--- src/rtl/block_sequencer_pkg.sv ---
// -----------------------------------------------------------------------------
// block_sequencer_pkg
// Shared types and helpers for the multi-channel block write sequencer.
//   blk_seq_state_e : per-channel FSM state (BS_IDLE, BS_ACTIVE)
//   DROP_CNT_W      : width of the per-channel dropped-beat counter
//   blk_ptr_w()     : address width needed to index n entries ($clog2)
// -----------------------------------------------------------------------------
package block_sequencer_pkg;

    typedef enum logic [0:0] {
        BS_IDLE   = 1'b0,
        BS_ACTIVE = 1'b1
    } blk_seq_state_e;

    localparam int DROP_CNT_W = 16;

    function automatic int blk_ptr_w(input int n);
        return $clog2(n);
    endfunction

endpackage

--- src/rtl/block_sequencer_channel.sv ---
// -----------------------------------------------------------------------------
// block_seq_channel
// One channel of the block sequencer: FSM, write pointer, latched block
// length, completed-block index, sticky error and optional drop counter.
//
// Optional feature macro: BLOCK_SEQ_DROP_CNT_EN
//   defined   -> 16-bit saturating count of beats dropped while idle
//   undefined -> no counter registers, drop_cnt tied to 0
//
// Ports:
//   clk, rst_n     clock, asynchronous active-low reset
//   start_block    start / restart request (priority over valid_in)
//   block_len      block length, sampled when start_block is accepted
//   auto_restart   stay active after a completed block
//   valid_in       input beat valid
//   clr_err        clear sticky error (and drop counter)
//   wr_en          beat accepted this cycle (combinational)
//   wr_ptr         write address for the current beat (registered)
//   block_done     one-cycle pulse the cycle after the last beat
//   block_idx      completed block count, wraps
//   busy           channel is active
//   err            sticky error: illegal length or beat dropped while idle
//   drop_cnt       dropped-beat counter
// -----------------------------------------------------------------------------
module block_seq_channel
    import block_sequencer_pkg::*;
#(
    parameter int BLOCK_SIZE_MAX = 256,
    parameter int BLK_IDX_W      = 16,
    parameter int PTR_W          = 8,
    parameter int LEN_W          = 9
) (
    input  logic                  clk,
    input  logic                  rst_n,
    input  logic                  start_block,
    input  logic [LEN_W-1:0]      block_len,
    input  logic                  auto_restart,
    input  logic                  valid_in,
    input  logic                  clr_err,
    output logic                  wr_en,
    output logic [PTR_W-1:0]      wr_ptr,
    output logic                  block_done,
    output logic [BLK_IDX_W-1:0]  block_idx,
    output logic                  busy,
    output logic                  err,
    output logic [DROP_CNT_W-1:0] drop_cnt
);

    localparam logic [LEN_W-1:0] MAX_LEN = LEN_W'(BLOCK_SIZE_MAX);

    blk_seq_state_e         r_state;
    logic [PTR_W-1:0]       r_ptr;
    logic [LEN_W-1:0]       r_len_q;
    logic [BLK_IDX_W-1:0]   r_block_idx;
    logic                   r_block_done;
    logic                   r_err;

    logic                   w_active;
    logic                   w_len_ok;
    logic                   w_accept;
    logic                   w_last;
    logic                   w_drop;
    logic                   w_err_event;

    assign w_active    = (r_state == BS_ACTIVE);
    assign w_len_ok    = (block_len != '0) && (block_len <= MAX_LEN);
    // A start request in the same cycle steals the beat, even the last one.
    assign w_accept    = w_active & valid_in & ~start_block;
    assign w_last      = (LEN_W'(r_ptr) == (r_len_q - LEN_W'(1)));
    assign w_drop      = ~w_active & valid_in;
    assign w_err_event = (start_block & ~w_len_ok) | w_drop;

    // Channel FSM with pointer, length and block index.
    always_ff @(posedge clk or negedge rst_n) begin
        if (!rst_n) begin
            r_state      <= BS_IDLE;
            r_ptr        <= '0;
            r_len_q      <= MAX_LEN;
            r_block_idx  <= '0;
            r_block_done <= 1'b0;
        end else begin
            r_block_done <= 1'b0;
            if (start_block) begin
                // Start or abort: pointer always rewinds, index untouched.
                r_ptr <= '0;
                if (w_len_ok) begin
                    r_len_q <= block_len;
                    r_state <= BS_ACTIVE;
                end else begin
                    r_state <= BS_IDLE;
                end
            end else if (w_accept) begin
                if (w_last) begin
                    r_ptr        <= '0;
                    r_block_idx  <= r_block_idx + BLK_IDX_W'(1);
                    r_block_done <= 1'b1;
                    if (!auto_restart) begin
                        r_state <= BS_IDLE;
                    end
                end else begin
                    r_ptr <= r_ptr + PTR_W'(1);
                end
            end
        end
    end

    // Sticky error; a new error event beats a simultaneous clear.
    always_ff @(posedge clk or negedge rst_n) begin
        if (!rst_n) begin
            r_err <= 1'b0;
        end else if (w_err_event) begin
            r_err <= 1'b1;
        end else if (clr_err) begin
            r_err <= 1'b0;
        end
    end

`ifdef BLOCK_SEQ_DROP_CNT_EN
    logic [DROP_CNT_W-1:0] r_drop_cnt;

    // Saturating counter; a drop coinciding with a clear restarts at 1.
    always_ff @(posedge clk or negedge rst_n) begin
        if (!rst_n) begin
            r_drop_cnt <= '0;
        end else if (w_drop) begin
            if (clr_err) begin
                r_drop_cnt <= DROP_CNT_W'(1);
            end else if (r_drop_cnt != '1) begin
                r_drop_cnt <= r_drop_cnt + DROP_CNT_W'(1);
            end
        end else if (clr_err) begin
            r_drop_cnt <= '0;
        end
    end

    assign drop_cnt = r_drop_cnt;
`else
    assign drop_cnt = '0;
`endif

    assign wr_en      = w_accept;
    assign wr_ptr     = r_ptr;
    assign block_done = r_block_done;
    assign block_idx  = r_block_idx;
    assign busy       = w_active;
    assign err        = r_err;

endmodule

--- src/rtl/block_sequencer.sv ---
// -----------------------------------------------------------------------------
// block_sequencer
// NUM_CH independent block write sequencers between the datapath valid
// streams and the per-channel block memories. This level only slices the
// flattened buses and fans clr_err out to every channel.
//
// Optional feature macro: BLOCK_SEQ_DROP_CNT_EN (per-channel drop counter,
// see block_seq_channel). Port list is identical either way.
//
// Ports (per-channel fields packed channel 0 in the LSBs):
//   clk, rst_n    clock, asynchronous active-low reset
//   start_block   [NUM_CH]            start / restart request
//   block_len     [NUM_CH*LEN_W]      block length
//   auto_restart  [NUM_CH]            re-enter next block after done
//   valid_in      [NUM_CH]            input beat valid
//   clr_err       1                   clear all sticky errors
//   wr_en         [NUM_CH]            write strobe
//   wr_ptr        [NUM_CH*PTR_W]      write address
//   block_done    [NUM_CH]            block complete pulse
//   block_idx     [NUM_CH*BLK_IDX_W]  completed block count
//   busy          [NUM_CH]            channel active
//   err           [NUM_CH]            sticky error
//   drop_cnt      [NUM_CH*16]         dropped-beat counters
// -----------------------------------------------------------------------------
module block_sequencer
    import block_sequencer_pkg::*;
#(
    parameter  int NUM_CH         = 4,
    parameter  int BLOCK_SIZE_MAX = 256,
    parameter  int BLK_IDX_W      = 16,
    localparam int PTR_W          = blk_ptr_w(BLOCK_SIZE_MAX),
    localparam int LEN_W          = blk_ptr_w(BLOCK_SIZE_MAX + 1)
) (
    input  logic                           clk,
    input  logic                           rst_n,
    input  logic [NUM_CH-1:0]              start_block,
    input  logic [NUM_CH*LEN_W-1:0]        block_len,
    input  logic [NUM_CH-1:0]              auto_restart,
    input  logic [NUM_CH-1:0]              valid_in,
    input  logic                           clr_err,
    output logic [NUM_CH-1:0]              wr_en,
    output logic [NUM_CH*PTR_W-1:0]        wr_ptr,
    output logic [NUM_CH-1:0]              block_done,
    output logic [NUM_CH*BLK_IDX_W-1:0]    block_idx,
    output logic [NUM_CH-1:0]              busy,
    output logic [NUM_CH-1:0]              err,
    output logic [NUM_CH*DROP_CNT_W-1:0]   drop_cnt
);

    for (genvar gi = 0; gi < NUM_CH; gi++) begin : g_ch
        block_seq_channel #(
            .BLOCK_SIZE_MAX (BLOCK_SIZE_MAX),
            .BLK_IDX_W      (BLK_IDX_W),
            .PTR_W          (PTR_W),
            .LEN_W          (LEN_W)
        ) u_ch (
            .clk          (clk),
            .rst_n        (rst_n),
            .start_block  (start_block[gi]),
            .block_len    (block_len[gi*LEN_W +: LEN_W]),
            .auto_restart (auto_restart[gi]),
            .valid_in     (valid_in[gi]),
            .clr_err      (clr_err),
            .wr_en        (wr_en[gi]),
            .wr_ptr       (wr_ptr[gi*PTR_W +: PTR_W]),
            .block_done   (block_done[gi]),
            .block_idx    (block_idx[gi*BLK_IDX_W +: BLK_IDX_W]),
            .busy         (busy[gi]),
            .err          (err[gi]),
            .drop_cnt     (drop_cnt[gi*DROP_CNT_W +: DROP_CNT_W])
        );
    end

endmodule

--- config.mk ---
export PLATFORM = sky130hd
export DESIGN_NAME = block_sequencer
export DESIGN_NICKNAME = d
export VERILOG_FILES = /design/src/rtl/block_sequencer_pkg.sv /design/src/rtl/block_sequencer_channel.sv /design/src/rtl/block_sequencer.sv
export SDC_FILE = /design/constraint.sdc
export NUM_CORES = 1
export LEC_CHECK = 0
export CELL_PAD_IN_SITES_DETAIL_PLACEMENT = 2
export CELL_PAD_IN_SITES_GLOBAL_PLACEMENT = 2
export CORE_ASPECT_RATIO = 0.5
export CORE_MARGIN = 1
export CORE_UTILIZATION = 27
export CTS_CLUSTER_SIZE = 40
export DETAILED_ROUTE_END_ITERATION = 6
export PLACE_DENSITY_LB_ADDON = 0.1
export SYNTH_ARGS = -nofsm -noshare
export SYNTH_HDL_FRONTEND = slang
export SYNTH_SLANG_ARGS = --single-unit
--- constraint.sdc ---
create_clock -name clk -period 2.6 [get_ports clk]
set_input_delay 0.39 -clock clk [delete_from_list [all_inputs] [get_ports clk]]
set_output_delay 0.39 -clock clk [all_outputs]
set_load 0.01 [all_outputs]
==> results.toml <==
[placement]
dp_hpwl_um = 20300
dpl_cell_area_sq_um = 10700
place_inst = 1459
io_buffers = 162
place_congestion = 0.754

[grt]
grt_max_degree = 57
grt_usage_pct = 18.2
antenna_found_initial = 0
grt_pass1_wl_um = 44700
grt_pass1_vias = 7820
overflow = 0

[setup_path]
cp_cell_sequence = "or3_4, or3_4, a2111oi_4, o2111ai_2, buf_6, or3_4, nor2_4, xor2_1"
reg2regPathDepth = 8
path_class = "reg -> reg"
arrival_ns = 3.01
worst_path_most_repeated_cell = "or3_4"
slowest_stage = "or3_4"
critPathLaunchType = "register"
regToRegStartpoint = "g_ch[3].u_ch.r_len_q[2]"
reg2reg_slack_ns = -0.05
slowest_delay_ns = 0.39
worst_setup_path_end_kind = "register"
cp.required_ns = 2.96
cp_max_fo = 8
r2r_end = "g_ch[3].u_ch.block_idx[4]"

[hold_path]
min_to = "g_ch[1].u_ch.block_idx[15]"
whs_path_depth = 1
hold_start = "g_ch[1].u_ch.block_idx[15]"
min_path_type = "reg -> reg"

[yosys]
yosysWarnings = 0
synth_top_area_share_pct = 42.1
syn_area_per_cell_sq_um = 9.70
async_flop_share_pct = 100
synth_enable_flop_cells = 0
synth_largest_area_cell = "dfrtp_1"
synth_seq_cells = 144
yosysSeqAreaShare_pct = 43.3
synth_cells = 858
synthFlopType = "dfrtp_1"
synthTopCellsByArea = "dfrtp_1 42%, buf_4 7.2%, xor2_1 7.0%"
netlist_area_sq_um = 8330
synth_cell_types = 62

[power_and_ir_drop]
finalPower_mw = 6.29
vdd_drop_max_uv = 451
power.density_nw_per_um2 = 507
p_leak_nw = 5.59
p_int_mw = 4.53
switching_power_mw = 1.76
sequentialPowerShare_pct = 39.5
p_sw_share_pct = 28.0
p_comb_share_pct = 19.1
pwr-share-clk_pct = 41.4

[routing]
drc = 0
drtIter0Drc = 269
vias_per_cell = 4.72
vias = 7189
drt_first_pass_iters = 4
routed_wl_um = 28700
final_antenna_net_count = 0
routedWlPerCell_um = 18.9

[layout]
fin_util_pct = 40.9
layout.cells.non_filler = 1522
final_common_cell = "clkdlybuf4s50_1"
nets = 1173
layout_common_cells = "161 x clkdlybuf4s50_1, 140 x dfrtp_1, 80 x buf_4"
multi_input_area_sq_um = 4960
fill_cells = 3208
seq_area_sq_um = 3610
n_antenna_cell = 0
area_delta_synth_final_pct = 49.2
drive_gt1_share_pct = 25.8
design_area_sq_um = 12400

[clock_network]
ctsRootBufferMaster = "clkbuf_16"
cts_buffers = 17
cts_buffer_depth = 2
clk_latency_ns = 0.45
cts_sinks = 144
cts_tree = "yes"
cts-htree-levels = 4
clk_pin_slew_worst_paths_ns = 0.07

[job]
drv_cap = 0

[timing]
slew_violations = 0
finalSetupViolCount = 12
whs_ns = 0.461
layout_min_cycle_time_ns = 2.65
maxSlewHeadroom_pct = 60.7
worst_slack_ns = -0.0489
period_share_pct = 102
hold_viol_final = 0
fmax_ghz = 0.378
rsz0062_at_grt = "yes"
clock_skew_ns = 0.00904
worstMarginPinSlew_ns = 0.590

[floorplan]
die_x_um = 250
rows = 45
die_y_um = 126
boundaryPins = 227
die_area_sq_um = 31600
coreArea_sq_um = 30300
start_util_pct = 27.4

[outcome]
violations = "setup timing"
status = "finished, violations left"
## layout make-up
cell class,instances,area share (%)
Clock buffer,25,3.91
Sequential cell,144,29.0
Clock inverter,7,0.886
Timing Repair Buffer,273,21.3
Tap cell,399,4.02
Inverter,29,0.876
Multi-Input combinational cell,645,40.0
## cells by family (layout without fill, tap and decap cells)
group                    Yosys count  in the layout  share of synthesized area [%]
AO/OA/AOI/OAI                     81             81                           7.15
XOR/XNOR                         112            112                           11.8
adder cells (fa/ha/maj)           12             12                           1.80
buffers and inverters            132            334                           9.62
flip-flops                       144            144                           43.3
multiplexers                      46             46                           6.16
other                              1             64                         0.0450
AND/OR/NAND/NOR                  330            330                           20.1
## Yosys cell counts (3+ instances only)
library cell,n
and4_1,3
ha_1,12
or2_2,5
nand2b_1,7
o21ai_0,19
clkbuf_1,18
nor3_1,32
buf_4,80
nand2_1,76
nor4_1,28
nor3_2,4
or3_1,6
o31ai_1,4
and2_1,8
nor2b_1,6
o221ai_1,4
a21oi_1,16
mux2i_1,4
mux2_2,42
a22oi_1,4
buf_2,4
o211ai_1,4
dfstp_2,4
nor3b_1,4
inv_1,29
dfrtp_1,140
o311ai_0,3
nor2_1,65
nand3b_1,4
xor2_1,67
xnor2_1,45
nand4_1,20
nand3_1,46
and3_1,8
a31oi_1,5
## worst max path at each step
stage                     slack [ns]                         end               startpoint
after CTS                      -0.11  g_ch[1].u_ch.block_idx[13]  g_ch[1].u_ch.r_len_q[1]
after global routing           -0.19  g_ch[1].u_ch.block_idx[13]  g_ch[1].u_ch.r_len_q[1]
final                          -0.05   g_ch[3].u_ch.block_idx[4]  g_ch[3].u_ch.r_len_q[2]
after global placement         -0.06      g_ch[3].u_ch.wr_ptr[7]  g_ch[3].u_ch.r_len_q[2]
after detailed placement       -0.24  g_ch[0].u_ch.block_idx[14]  g_ch[0].u_ch.r_len_q[0]
after floorplan                 0.01  g_ch[1].u_ch.block_idx[11]  g_ch[1].u_ch.r_len_q[0]
## power by group through the flow
stage / clock network [mW] / logic, mW / registers, mW
detailed placement: 0 / 1.03 / 2.52
CTS: 2.67 / 1.10 / 2.48
floorplan: 0 / 0.612 / 2.50
global placement: 0 / 0.991 / 2.51
global route: 2.77 / 1.31 / 2.50
finish: 2.61 / 1.20 / 2.48
## through the flow
step | setup WS [ns] | TNS [ns]
finish | -0.0489 | -0.276
global route | -0.186 | -5.35
CTS | -0.110 | -0.559
detailed placement | -0.245 | -4.78
global placement | -0.0634 | -0.532
floorplan | 0.0102 | 0
## flip-flops by register name (all words and copies together) (netlist names)
register and flops:
g_ch.u_ch.block_done 4, g_ch.u_ch.block_idx 64, g_ch.u_ch.r_len_q 36, g_ch.u_ch.err 4, g_ch.u_ch.wr_ptr 32, g_ch.u_ch.busy 4
## metal layers
layer | global-route usage, % | part of all wire (%) | vias up
met5 | 0 | 0 | -
met4 | 5.95 | 1.6 | 0
met3 | 2.87 | 2.2 | 32
met2 | 33.0 | 54 | 120
met1 | 21.9 | 42 | 3696
li1 | - | - | 3341
## critical path: cells and delay by family (launching register included)
family | cells | cell delay (ns)
flops | 1 | 0.38
xor+xnor | 1 | 0.15
compound gates | 2 | 0.56
simple gates | 4 | 1.27
buf+inv | 1 | 0.20
## repair_timing
item                                    4_1_cts  5_1_grt
resized for setup                            76      110
buffers inserted                             10       20
endpoints found under the setup margin       73       84
hold buffers                                  1        0
gates cloned                                  2        0
endpoints found under the hold margin        51        0
pin swaps                                    33       63
Note: power is estimated with default switching activity, not from simulation.
==> RTL edit 1, RTL diff (same flow settings) <==
Change the package constant `DROP_CNT_W` from 16 to 32.
--- a/src/rtl/block_sequencer_pkg.sv
+++ b/src/rtl/block_sequencer_pkg.sv
@@ -12,7 +12,7 @@
         BS_ACTIVE = 1'b1
     } blk_seq_state_e;
 
-    localparam int DROP_CNT_W = 16;
+    localparam int DROP_CNT_W = 32;
 
     function automatic int blk_ptr_w(input int n);
         return $clog2(n);
Ports: changed (resized drop_cnt); port bits go from 227 to 291. The function was not compared with the original's and may differ.
==> RTL edit 1 against the original RTL <==
- the run still ends with setup timing left
- worst hold slack improved by 0.017 ns
- routed wire length increased by 1.2%
- critical path depth is 1 lower
- first-iteration DRC count down 11%
- synthesized area grew 5.8%
- design area grew 1.1%
- setup slack worse by 0.022 ns
- power grew 3.3%
- global-route usage is 0.85 points lower
- sequential cell count stayed put
- largest power group unchanged
==> RTL edit 1: results (changes against the original RTL) <==
grt_max_degree: 56  # -1.8%
drt_iter0_markers: 239  # -11%
clock_skew_ns: 0.0158  # +0.00675 ns
avgRoutedWirePerCell_um: 18.0  # -4.9%
cts-resized-gates: 47  # -38%
synth-seq-area-share: 0.410  # -0.0236
setup_ws_ns: -0.0706  # -0.0217 ns
largest_reg_flops: 64  # unchanged
drive_above_1_share: 0.234  # -0.0242
grt_use_met3: 0.0332  # +0.00449
wl_met1_um: 12300  # +0.56%
nFillCells: 3444  # +7.4%
slew_headroom: 0.595  # -0.0121
worstHoldPathType: "in -> async"
post_cts_buffers: 9  # -1
ys_top_cells_by_count: "144 x buf_4, 140 x dfrtp_1, 76 x nand2_1, 67 x xor2_1, 65 x nor2_1"
via_per_inst: 4.56  # -3.4%
gp_congestion: 0.801  # +6.2%
wl_met2_um: 15700  # +1.4%
wirelength_um: 29100  # +1.2%
met2_usage: 0.322  # -0.00852
met3_length_um: 859  # +36%
violations: "setup timing"
grt.met1_usage: 0.209  # -0.0103
crit_family: "simple AND/OR/NAND/NOR gates"
leakage_nw: 5.64  # +0.94%
placed_cells: 1568  # +7.5%
arrival_ns: 3.02  # about the same
crit_start: "g_ch[3].u_ch.r_len_q[3]$_DFFE_PN0P_"
pre_cts_ws_ns: -0.230  # +0.0152 ns
grt_pass1_vias: 8006  # +2.4%
synth.area.top_cells: "dfrtp_1 40%, buf_4 12%, xor2_1 6.7%"
finalSetupViolCount: 20  # +8
cp_max_fo: 7  # -1
cpMaxStageDelayCell: "or3_4"
grt_pass1_wl_um: 45300  # +1.3%
status: "finished with violations"
netlist-cell-type-count: 62  # unchanged
hpwl_um: 21600  # +6.2%
slowest_delay_ns: 0.44  # +0.05 ns
hold_slack_ns: 0.477  # +0.0167 ns
grt_usage: 0.173  # -0.00850
## RTL edit 1: final cells by class
type,count,area [um2],share of cell area
clock inverters,10,181,0.0144
inverters,29,109,0.00867
multi-input cells,710,5050,0.402
well taps,432,541,0.0430
repair buffers,273,2590,0.206
flip-flops and latches,144,3610,0.287
clock buffers,22,474,0.0378
## RTL edit 1: power breakdown
group | switching (W) | total, W | internal, W
clock | 0.00104 | 0.00282 | 0.00178
sequential | 0.000138 | 0.00249 | 0.00235
combinational | 0.000625 | 0.00119 | 0.000562
## RTL edit 1: cells by family after synthesis
| kind of cell | synth area share |
|---|---|
| other cells | 0.000426 |
| simple gates | 0.190 |
| compound gates | 0.0676 |
| xor+xnor | 0.111 |
| flops | 0.410 |
| mux | 0.0582 |
| buf+inv | 0.145 |
| fa+ha+maj | 0.0170 |
## RTL edit 1: per-stage QoR
stage	area, um2	setup TNS [ns]
global route	12600	-5.04
CTS	12100	-0.177
floorplan	9380	0
global placement	11100	-1.63
detailed placement	11100	-7.17
finish	12600	-0.476
==> RTL edit 2, RTL diff (same flow settings) <==
Made on the original files. Put a register stage on the output `wr_ptr`, without a reset. The value now appears one clock later. The other outputs are not delayed to match. Comments in the files are not updated.
--- a/src/rtl/block_sequencer.sv
+++ b/src/rtl/block_sequencer.sv
@@ -47,6 +47,8 @@
     output logic [NUM_CH*DROP_CNT_W-1:0]   drop_cnt
 );
 
+    logic [NUM_CH*PTR_W-1:0] wr_ptr_d;
+
     for (genvar gi = 0; gi < NUM_CH; gi++) begin : g_ch
         block_seq_channel #(
             .BLOCK_SIZE_MAX (BLOCK_SIZE_MAX),
@@ -62,7 +64,7 @@
             .valid_in     (valid_in[gi]),
             .clr_err      (clr_err),
             .wr_en        (wr_en[gi]),
-            .wr_ptr       (wr_ptr[gi*PTR_W +: PTR_W]),
+            .wr_ptr       (wr_ptr_d[gi*PTR_W +: PTR_W]),
             .block_done   (block_done[gi]),
             .block_idx    (block_idx[gi*BLK_IDX_W +: BLK_IDX_W]),
             .busy         (busy[gi]),
@@ -71,5 +73,9 @@
         );
     end
 
+    always_ff @(posedge clk) begin
+        wr_ptr <= wr_ptr_d;
+    end
+
 endmodule
 
Behaviour: not the same (Yosys sat finds a counterexample within 4 cycles, from zero or initial values and one cycle with rst_n low).
==> RTL edit 2 against the original RTL <==
- synthesized area up 13%
- final cell count grew 4.7%
- sequential share of layout area grew 5.1 points
- largest cell class unchanged
- sequential cell count is 32 higher
- routed wire length is 2.2% higher
- setup slack better by 0.13 ns
- worst hold slack got worse by 0.015 ns
- design area increased by 0.31%
- core utilization decreased by 4.0 points
- power up 9.0%
==> RTL edit 2: results (changes against the original RTL) <==
fin_nets: 1178  # +0.43%
synth.area.top_cells: "dfrtp_1 37%, xor2_1 7.0%, dfxtp_1 6.8%"
leakage_nw: 5.34  # -4.5%
intPower_w: 0.00492  # +8.6%
antenna_found_initial: 1  # +1
avgRoutedWirePerCell_um: 18.4  # -2.3%
p_per_area_nw_per_um2: 551  # +8.7%
grt_max_degree: 52  # -8.8%
pg_seq_w: 0.00300  # +21%
cp_max_fo: 5  # -3
gp_congestion: 0.777  # +3.0%
synth-seq-area-share: 0.451  # +0.0179
hold_slack_ns: 0.445  # -0.0152 ns
netlist-cell-type-count: 76  # +23%
grt_usage: 0.171  # -0.0111
hpwl_um: 22000  # +8.3%
pre_cts_ws_ns: -0.161  # +0.0835 ns
grt_pass1_vias: 8525  # +9.0%
power.largest_group: "sequential cells"
via_per_inst: 4.75  # +0.54%
arrival_ns: 2.84  # -0.17 ns
async_flop_share: 0.818  # -0.182
dpl-instance-area_um2: 11700  # +9.1%
status: "finished, final reports clean"
clock_skew_ns: 0.0115  # +0.00244 ns
worstHoldStart: "g_ch[3].u_ch.wr_ptr[7]$_DFFE_PN0P_"
tightest_slew_ns: 0.551  # -0.0388 ns
cp-endpoint: "g_ch[2].u_ch.block_idx[1]$_DFFE_PN0P_"
reg2reg_from: "g_ch[2].u_ch.r_len_q[3]$_DFFE_PN0P_"
yosys.area_share.xor_xnor: 0.107  # -0.0112
drt_iter0_markers: 201  # -25%
synth-compound-area-share: 0.0821  # +0.0106
worst_path_most_repeated_cell: "buf_4"
post_cts_buffers: 0  # -10
pg_comb_w: 0.00124  # +3%
holdPathStages: 0  # -1
drive_above_1_share: 0.166  # -0.0925
cpMaxStageDelayCell: "nor4bb_2"
peakVddDrop_mv: 0.264  # -41%
min_to: "wr_ptr[31]$_DFF_P_"
cts-resized-gates: 8  # -89%
-- RTL edit 2: cell count changes after synthesis, moves of 8 or more --
| cell | unedited run | this run |
|---|---|---|
| nor3_1 | 32 | 54 |
| clkbuf_1 | 18 | 30 |
| nor4_1 | 28 | 20 |
| nand4_1 | 20 | 30 |
| xnor2_1 | 45 | 37 |
| dfxtp_1 | 0 | 32 |
| nand2_1 | 76 | 67 |
| nand3_1 | 46 | 30 |
| xor2_1 | 67 | 75 |
| inv_1 | 29 | 21 |
| nor2_1 | 65 | 26 |
| a211oi_1 | 0 | 9 |
-- RTL edit 2: routing by layer --
layer	up-vias	track usage	share of wire
met5	-	0	0
met4	0	0.0584	0.020
met3	38	0.0252	0.023
met2	125	0.311	0.52
met1	3871	0.205	0.43
li1	3531	-	-
-- RTL edit 2: cell type report --
cell class	count	area, um2
clock buffer	27	494
clock inverter	5	77.6
fill	3610	21200
inverter	23	86.3
multi-input combinational	664	4710
sequential	176	4250
tap	465	582
timing repair buffer	233	2260
